## src/rtl/exe_if.sv

```systemverilog
// exe_if: decode-to-execute operands and controls, execute-to-memory controls and HI/LO write port.
interface exe_if;
  logic [3:0]  de_aluop;
  logic [31:0] de_alusrc1, de_alusrc2;
  logic        de_mult_en, de_div_en, de_is_signed;
  logic [31:0] de_MD_src1, de_MD_src2;
  logic        de_mem_en;
  logic [3:0]  de_mem_wen;
  logic [31:0] de_mem_wdata;
  logic        de_reg_en, de_mem_read;
  logic [5:0]  de_reg_waddr;
  logic [31:0] ex_alu_result;
  logic        ex_mem_en;
  logic [3:0]  ex_mem_wen;
  logic [31:0] ex_mem_wdata;
  logic        ex_reg_en, ex_mem_read;
  logic [5:0]  ex_reg_waddr;
  logic        ex_md_we;
  logic [31:0] ex_md_hi, ex_md_lo;
  logic        ex_busy;
  modport master (
    output de_aluop, de_alusrc1, de_alusrc2, de_mult_en, de_div_en, de_is_signed,
           de_MD_src1, de_MD_src2, de_mem_en, de_mem_wen, de_mem_wdata, de_reg_en,
           de_mem_read, de_reg_waddr,
    input  ex_alu_result, ex_mem_en, ex_mem_wen, ex_mem_wdata, ex_reg_en, ex_mem_read,
           ex_reg_waddr, ex_md_we, ex_md_hi, ex_md_lo, ex_busy
  );
  modport slave (
    input  de_aluop, de_alusrc1, de_alusrc2, de_mult_en, de_div_en, de_is_signed,
           de_MD_src1, de_MD_src2, de_mem_en, de_mem_wen, de_mem_wdata, de_reg_en,
           de_mem_read, de_reg_waddr,
    output ex_alu_result, ex_mem_en, ex_mem_wen, ex_mem_wdata, ex_reg_en, ex_mem_read,
           ex_reg_waddr, ex_md_we, ex_md_hi, ex_md_lo, ex_busy
  );
endinterface

```

## src/rtl/exe_stage.sv

```systemverilog
// exe_stage: MIPS execute stage with registered ALU/control path and a multi-cycle mult/div unit.
module exe_stage #(
  parameter int DIV_CYCLES = 32
) (
  input logic  clk,
  input logic  resetn,
  exe_if.slave bus
);
  typedef enum logic [1:0] {IDLE, MUL, DIV, DONE} state_t;
  localparam int CW = $clog2(DIV_CYCLES + 1);
  state_t        state_q;
  logic [CW-1:0] cnt_q;
  logic [31:0]   alu_d, alu_q, wdata_q, a_q, b_q, rem_q, quo_q, hi_q, lo_q;
  logic [3:0]    wen_q;
  logic [5:0]    waddr_q;
  logic          mem_en_q, reg_en_q, mem_read_q, sg_q;
  logic [4:0]    sh;
  logic [63:0]   prod;
  logic [32:0]   trial;
  logic          ge;
  logic [31:0]   dvs, rem_n, quo_n, q_fix, r_fix;
  assign sh = bus.de_alusrc1[4:0];
  always_comb begin
    alu_d = '0;
    case (bus.de_aluop)
      4'h0: alu_d = bus.de_alusrc1 & bus.de_alusrc2;
      4'h1: alu_d = bus.de_alusrc1 | bus.de_alusrc2;
      4'h2: alu_d = bus.de_alusrc1 + bus.de_alusrc2;
      4'h3: alu_d = bus.de_alusrc1 - bus.de_alusrc2;
      4'h4: alu_d = {31'b0, $signed(bus.de_alusrc1) < $signed(bus.de_alusrc2)};
      4'h5: alu_d = {31'b0, bus.de_alusrc1 < bus.de_alusrc2};
      4'h6, 4'h8: alu_d = bus.de_alusrc2 << sh;
      4'h7: alu_d = bus.de_alusrc2 >> sh;
      4'h9: alu_d = $signed(bus.de_alusrc2) >>> sh;
      4'hA: alu_d = {bus.de_alusrc2[15:0], 16'h0};
      4'hB: alu_d = bus.de_alusrc1 ^ bus.de_alusrc2;
      4'hC: alu_d = ~(bus.de_alusrc1 | bus.de_alusrc2);
      default: alu_d = '0;
    endcase
  end
  always_ff @(posedge clk) begin
    if (!resetn) begin
      alu_q <= '0; mem_en_q <= 1'b0; wen_q <= '0; wdata_q <= '0;
      reg_en_q <= 1'b0; mem_read_q <= 1'b0; waddr_q <= '0;
    end else begin
      alu_q <= alu_d; mem_en_q <= bus.de_mem_en; wen_q <= bus.de_mem_wen;
      wdata_q <= bus.de_mem_wdata; reg_en_q <= bus.de_reg_en;
      mem_read_q <= bus.de_mem_read; waddr_q <= bus.de_reg_waddr;
    end
  end
  // Low 64 bits of the product of 64-bit extended operands are exact for both signednesses.
  assign prod  = {{32{sg_q & a_q[31]}}, a_q} * {{32{sg_q & b_q[31]}}, b_q};
  assign dvs   = (sg_q & b_q[31]) ? -b_q : b_q;
  assign trial = {rem_q, quo_q[31]};
  assign ge    = trial >= {1'b0, dvs};
  assign rem_n = ge ? 32'(trial - {1'b0, dvs}) : trial[31:0];
  assign quo_n = {quo_q[30:0], ge};
  assign q_fix = (b_q == '0) ? '1 : ((sg_q & (a_q[31] ^ b_q[31])) ? -quo_n : quo_n);
  assign r_fix = (b_q == '0) ? a_q : ((sg_q & a_q[31]) ? -rem_n : rem_n);
  always_ff @(posedge clk) begin
    if (!resetn) begin
      state_q <= IDLE; cnt_q <= '0; a_q <= '0; b_q <= '0; sg_q <= 1'b0;
      rem_q <= '0; quo_q <= '0; hi_q <= '0; lo_q <= '0;
    end else begin
      case (state_q)
        IDLE: if (bus.de_div_en || bus.de_mult_en) begin
          a_q     <= bus.de_MD_src1;
          b_q     <= bus.de_MD_src2;
          sg_q    <= bus.de_is_signed;
          rem_q   <= '0;
          quo_q   <= (bus.de_is_signed & bus.de_MD_src1[31]) ? -bus.de_MD_src1 : bus.de_MD_src1;
          cnt_q   <= '0;
          state_q <= bus.de_div_en ? DIV : MUL;
        end
        MUL: begin
          {hi_q, lo_q} <= prod;
          state_q      <= DONE;
        end
        DIV: begin
          rem_q <= rem_n;
          quo_q <= quo_n;
          cnt_q <= cnt_q + CW'(1);
          if (cnt_q == CW'(DIV_CYCLES - 1)) begin
            hi_q    <= r_fix;
            lo_q    <= q_fix;
            state_q <= DONE;
          end
        end
        default: state_q <= IDLE;
      endcase
    end
  end
  assign bus.ex_alu_result = alu_q;
  assign bus.ex_mem_en     = mem_en_q;
  assign bus.ex_mem_wen    = wen_q;
  assign bus.ex_mem_wdata  = wdata_q;
  assign bus.ex_reg_en     = reg_en_q;
  assign bus.ex_mem_read   = mem_read_q;
  assign bus.ex_reg_waddr  = waddr_q;
  assign bus.ex_md_we      = state_q == DONE;
  assign bus.ex_md_hi      = hi_q;
  assign bus.ex_md_lo      = lo_q;
  assign bus.ex_busy       = state_q != IDLE;
endmodule

```

## src/flat_wrapper.sv

```systemverilog
// flat-port wrapper written by rule: the top's interface ports become plain ports
module exe_stage_flat 
#(
  parameter int DIV_CYCLES = 32
)
  (clk, resetn, bus_de_aluop, bus_de_alusrc1, bus_de_alusrc2, bus_de_mult_en, bus_de_div_en, bus_de_is_signed, bus_de_MD_src1, bus_de_MD_src2, bus_de_mem_en, bus_de_mem_wen, bus_de_mem_wdata, bus_de_reg_en, bus_de_mem_read, bus_de_reg_waddr, bus_ex_alu_result, bus_ex_mem_en, bus_ex_mem_wen, bus_ex_mem_wdata, bus_ex_reg_en, bus_ex_mem_read, bus_ex_reg_waddr, bus_ex_md_we, bus_ex_md_hi, bus_ex_md_lo, bus_ex_busy);
  exe_if bus_i ();
  input logic clk;
  input logic resetn;
  input wire logic [$bits(bus_i.de_aluop)-1:0] bus_de_aluop;
  input wire logic [$bits(bus_i.de_alusrc1)-1:0] bus_de_alusrc1;
  input wire logic [$bits(bus_i.de_alusrc2)-1:0] bus_de_alusrc2;
  input wire logic [$bits(bus_i.de_mult_en)-1:0] bus_de_mult_en;
  input wire logic [$bits(bus_i.de_div_en)-1:0] bus_de_div_en;
  input wire logic [$bits(bus_i.de_is_signed)-1:0] bus_de_is_signed;
  input wire logic [$bits(bus_i.de_MD_src1)-1:0] bus_de_MD_src1;
  input wire logic [$bits(bus_i.de_MD_src2)-1:0] bus_de_MD_src2;
  input wire logic [$bits(bus_i.de_mem_en)-1:0] bus_de_mem_en;
  input wire logic [$bits(bus_i.de_mem_wen)-1:0] bus_de_mem_wen;
  input wire logic [$bits(bus_i.de_mem_wdata)-1:0] bus_de_mem_wdata;
  input wire logic [$bits(bus_i.de_reg_en)-1:0] bus_de_reg_en;
  input wire logic [$bits(bus_i.de_mem_read)-1:0] bus_de_mem_read;
  input wire logic [$bits(bus_i.de_reg_waddr)-1:0] bus_de_reg_waddr;
  output wire logic [$bits(bus_i.ex_alu_result)-1:0] bus_ex_alu_result;
  output wire logic [$bits(bus_i.ex_mem_en)-1:0] bus_ex_mem_en;
  output wire logic [$bits(bus_i.ex_mem_wen)-1:0] bus_ex_mem_wen;
  output wire logic [$bits(bus_i.ex_mem_wdata)-1:0] bus_ex_mem_wdata;
  output wire logic [$bits(bus_i.ex_reg_en)-1:0] bus_ex_reg_en;
  output wire logic [$bits(bus_i.ex_mem_read)-1:0] bus_ex_mem_read;
  output wire logic [$bits(bus_i.ex_reg_waddr)-1:0] bus_ex_reg_waddr;
  output wire logic [$bits(bus_i.ex_md_we)-1:0] bus_ex_md_we;
  output wire logic [$bits(bus_i.ex_md_hi)-1:0] bus_ex_md_hi;
  output wire logic [$bits(bus_i.ex_md_lo)-1:0] bus_ex_md_lo;
  output wire logic [$bits(bus_i.ex_busy)-1:0] bus_ex_busy;
  assign bus_i.de_aluop = bus_de_aluop;
  assign bus_i.de_alusrc1 = bus_de_alusrc1;
  assign bus_i.de_alusrc2 = bus_de_alusrc2;
  assign bus_i.de_mult_en = bus_de_mult_en;
  assign bus_i.de_div_en = bus_de_div_en;
  assign bus_i.de_is_signed = bus_de_is_signed;
  assign bus_i.de_MD_src1 = bus_de_MD_src1;
  assign bus_i.de_MD_src2 = bus_de_MD_src2;
  assign bus_i.de_mem_en = bus_de_mem_en;
  assign bus_i.de_mem_wen = bus_de_mem_wen;
  assign bus_i.de_mem_wdata = bus_de_mem_wdata;
  assign bus_i.de_reg_en = bus_de_reg_en;
  assign bus_i.de_mem_read = bus_de_mem_read;
  assign bus_i.de_reg_waddr = bus_de_reg_waddr;
  assign bus_ex_alu_result = bus_i.ex_alu_result;
  assign bus_ex_mem_en = bus_i.ex_mem_en;
  assign bus_ex_mem_wen = bus_i.ex_mem_wen;
  assign bus_ex_mem_wdata = bus_i.ex_mem_wdata;
  assign bus_ex_reg_en = bus_i.ex_reg_en;
  assign bus_ex_mem_read = bus_i.ex_mem_read;
  assign bus_ex_reg_waddr = bus_i.ex_reg_waddr;
  assign bus_ex_md_we = bus_i.ex_md_we;
  assign bus_ex_md_hi = bus_i.ex_md_hi;
  assign bus_ex_md_lo = bus_i.ex_md_lo;
  assign bus_ex_busy = bus_i.ex_busy;
  exe_stage #(.DIV_CYCLES(DIV_CYCLES)) u_core (.clk(clk), .resetn(resetn), .bus(bus_i));
endmodule
```

## config.mk

```make
export PLATFORM = sky130hd
export DESIGN_NAME = exe_stage_flat
export DESIGN_NICKNAME = d
export VERILOG_FILES = /design/src/rtl/exe_if.sv /design/src/rtl/exe_stage.sv /design/src/flat_wrapper.sv
export SDC_FILE = /design/constraint.sdc
export NUM_CORES = 2
export LEC_CHECK = 0
export ABC_AREA = 1
export CAP_MARGIN = 20
export CORE_ASPECT_RATIO = 1.4
export CORE_UTILIZATION = 30
export DETAILED_ROUTE_END_ITERATION = 16
export SLEW_MARGIN = 20
export SYNTH_ARGS = -nofsm -noshare
export SYNTH_HDL_FRONTEND = slang
export SYNTH_SLANG_ARGS = --single-unit
```

## constraint.sdc

```tcl
create_clock -name clk -period 10.8 [get_ports clk]
set_input_delay 1.08 -clock clk [delete_from_list [all_inputs] [get_ports clk]]
set_output_delay 1.08 -clock clk [all_outputs]
set_load 0.05 [all_outputs]
```

==> flow_summary.ini <==
[place]
io_buffers = 324
dp_hpwl_um = 231000
placed_cells = 11800
place_area_mm2 = 0.0698
gp_congestion = 1.08

[timing]
period_needed_ns = 10.41
rsz0062_at_grt = false
finClkSkew_ns = 0.0539
tightest_slew_ns = 1.28
hold_viol_final = 0
period_share_pct = 96.4
relSlewSlack_pct = 13.8
finalSetupTns_ns = 0
fmax_ghz = 0.0960
finalMaxSlewViolations = 0
finalSetupViolations = 0

[synthesis]
ys_ff_latch = 278
post_synth.cell_area_avg_um2 = 7.11
netlist_instances = 8929
synth.top_cell.area_share_pct = 35.6
ys_warn_count = 0
synth_cell_type_count = 67
synth_fp_nets = 10600
ys_dominant_reg_cell = dfxtp_1
mappedNetlistArea_mm2 = 0.0635
ys_seq_area_share_pct = 8.76
post-synth-top-area-cell = fa_1
synth-edff-count = 0
async_flop_share_pct = 0
ys_top_cells_by_area = fa_1, nand2_1, inv_1, dfxtp_1, ha_1

[clock_tree]
clock_sinks = 278
clk_root_buffer_cell = clkbuf_16
clk_latency_ns = 0.67
clk_path_buf_depth = 3
post-cts-setup-buffers = 0
htreeDepth = 2
holdBufCountCts = 0
cts.clk_slew.worst_paths_ns = 0.07
ctsResizeCount = 0
numCtsBuffers = 41
cts_tree = built

[min_path]
worstHoldPathType = register to register
holdCritStartpoint = u_core.bus.ex_md_lo[2]$_SDFFE_PN0P_
whs_path_depth = 2

[die]
io_pins = 325
initial_utilization_pct = 30.2
dieWidth_um = 391
die-area_mm2 = 0.214
die_h_um = 546
rows = 199
fp.coreArea_mm2 = 0.210

[critical_path]
critPathSlowestCell = dfxtp_1
crit_path_start = u_core.b_q[1]$_SDFFE_PN0P_
r2r_cells = 27
path_class = register to register
crit_cells = 27
critPathMostFrequentCell = fa_1
worst-path-buf-inv = 6
critPathLaunchType = register
crit_family = adder cells
crit_fanout = 14
crit_path_max_incr_delay_ns = 1.02
end_kind = register
crit_required_ns = 11.31
cp.arrival_ns = 10.93
reg2reg_from = u_core.b_q[1]$_SDFFE_PN0P_

[job]
cap_violations = 0

[finish]
fillers = 22700
mostFrequentLayoutCells = nand2_1, inv_1, fa_1
post_route_cells_drive_above_1_share_pct = 3.84
area_delta_synth_final_pct = 12.3
layout_commonest_cell = nand2_1
fin_cells = 11800
final_nets = 10700
fin_area_mm2 = 0.0713

[route]
first_iter_violations = 5625
vias = 61100
antenna_left = 0
dr.pass1.iters = 6
routed_wl_um = 285000
drt-wirelength-per-cell_um = 24.1
drc_errors = 0
vias_per_cell = 5.16

[global_route]
grt_max_degree = 75
globalRouteOverflowTotal = 0
antenna_found_initial = 25
grt_pass1_vias = 63300
grt_usage_pct = 26.6
grt_pass1_wl_um = 416000

[run_status]
status = finished, final reports clean
[worst min-delay path: stages, from the launching register on]
cell	delay, ns
dfxtp_1	0.31
nand2_1	0.06
a21oi_1	0.05
[layout make-up]
class / instances / area [um2] / share of cell area, %
Tap cell: 2814 / 3520 / 4.94
Clock buffer: 49 / 1110 / 1.55
Multi-Input combinational cell: 6060 / 48200 / 67.6
Timing Repair Buffer: 483 / 4490 / 6.29
Sequential cell: 278 / 5570 / 7.81
Antenna cell: 8 / 20.0 / 0.0281
Clock inverter: 26 / 360 / 0.506
Inverter: 2131 / 8000 / 11.2
[logic make-up after synthesis]
family | Yosys count | share of synthesized area (%)
and+or+nand+nor | 3156 | 20.1
DFF | 278 | 8.76
xor gates and xnor gates | 121 | 1.67
muxes | 13 | 0.205
adders and majority gates | 1477 | 42.4
buffers and inverters | 2591 | 15.4
AOI/OAI and AO/OA | 1293 | 11.4
[final timing paths]
path	end	slack (ns)
max	u_core.bus.ex_md_hi[20]$_SDFFE_PN0P_	0.39
min	u_core.bus.ex_md_lo[2]$_SDFFE_PN0P_	0.47
max reg2reg	u_core.bus.ex_md_hi[20]$_SDFFE_PN0P_	0.39
min reg2reg	u_core.bus.ex_md_lo[2]$_SDFFE_PN0P_	0.47
[cell usage after synthesis, types with 23 or more instances]
| master | instances |
|---|---|
| inv_1 | 2108 |
| nand3_1 | 244 |
| a221oi_1 | 23 |
| or2_2 | 23 |
| nand2_1 | 2159 |
| fa_1 | 1128 |
| buf_1 | 58 |
| o211ai_1 | 39 |
| nand4_1 | 45 |
| nor2_1 | 536 |
| a31oi_1 | 83 |
| ha_1 | 349 |
| clkbuf_1 | 378 |
| xnor2_1 | 46 |
| xor2_1 | 75 |
| o21ai_0 | 465 |
| nor3_1 | 52 |
| a21oi_1 | 485 |
| o22ai_1 | 30 |
| dfxtp_1 | 278 |
[per-stage QoR]
| stage | setup slack [ns] | hold slack (ns) | util [%] |
|---|---|---|---|
| after floorplan | 2.99 | 0.445 | - |
| after global placement | 0.894 | 0.460 | 33.2 |
| after detailed placement | 0.822 | 0.461 | 33.2 |
| after CTS | 0.775 | 0.472 | 33.9 |
| after global routing | 0.532 | 0.486 | 33.9 |
| final | 0.388 | 0.469 | 33.9 |
[sequential cells by signal (all words and copies together), names as in the netlist]
name,flops
u_core.bus.ex_reg_en,1
u_core.rem_q,32
u_core.bus.ex_reg_waddr,6
u_core.a_q,32
u_core.cnt_q,6
u_core.sg_q,1
u_core.bus.ex_mem_read,1
u_core.bus.ex_mem_wen,4
u_core.bus.ex_md_hi,32
u_core.bus.ex_alu_result,32
u_core.bus.ex_mem_wdata,32
u_core.bus.ex_mem_en,1
u_core.quo_q,32
u_core.b_q,32
u_core.state_q,2
u_core.bus.ex_md_lo,32
[per-layer routing]
| layer | up-vias | global-route usage, % | part of all wire (%) |
|---|---|---|---|
| li1 | 26900 | - | - |
| met4 | 24 | 20.1 | 9.2 |
| met3 | 947 | 5.52 | 9.3 |
| met1 | 29900 | 31.0 | 36 |
| met2 | 3319 | 42.7 | 45 |
| met5 | - | 0 | 0.049 |
Power is not shown: default switching activity piles up to over one toggle a cycle in this logic, so the estimate is an artifact.
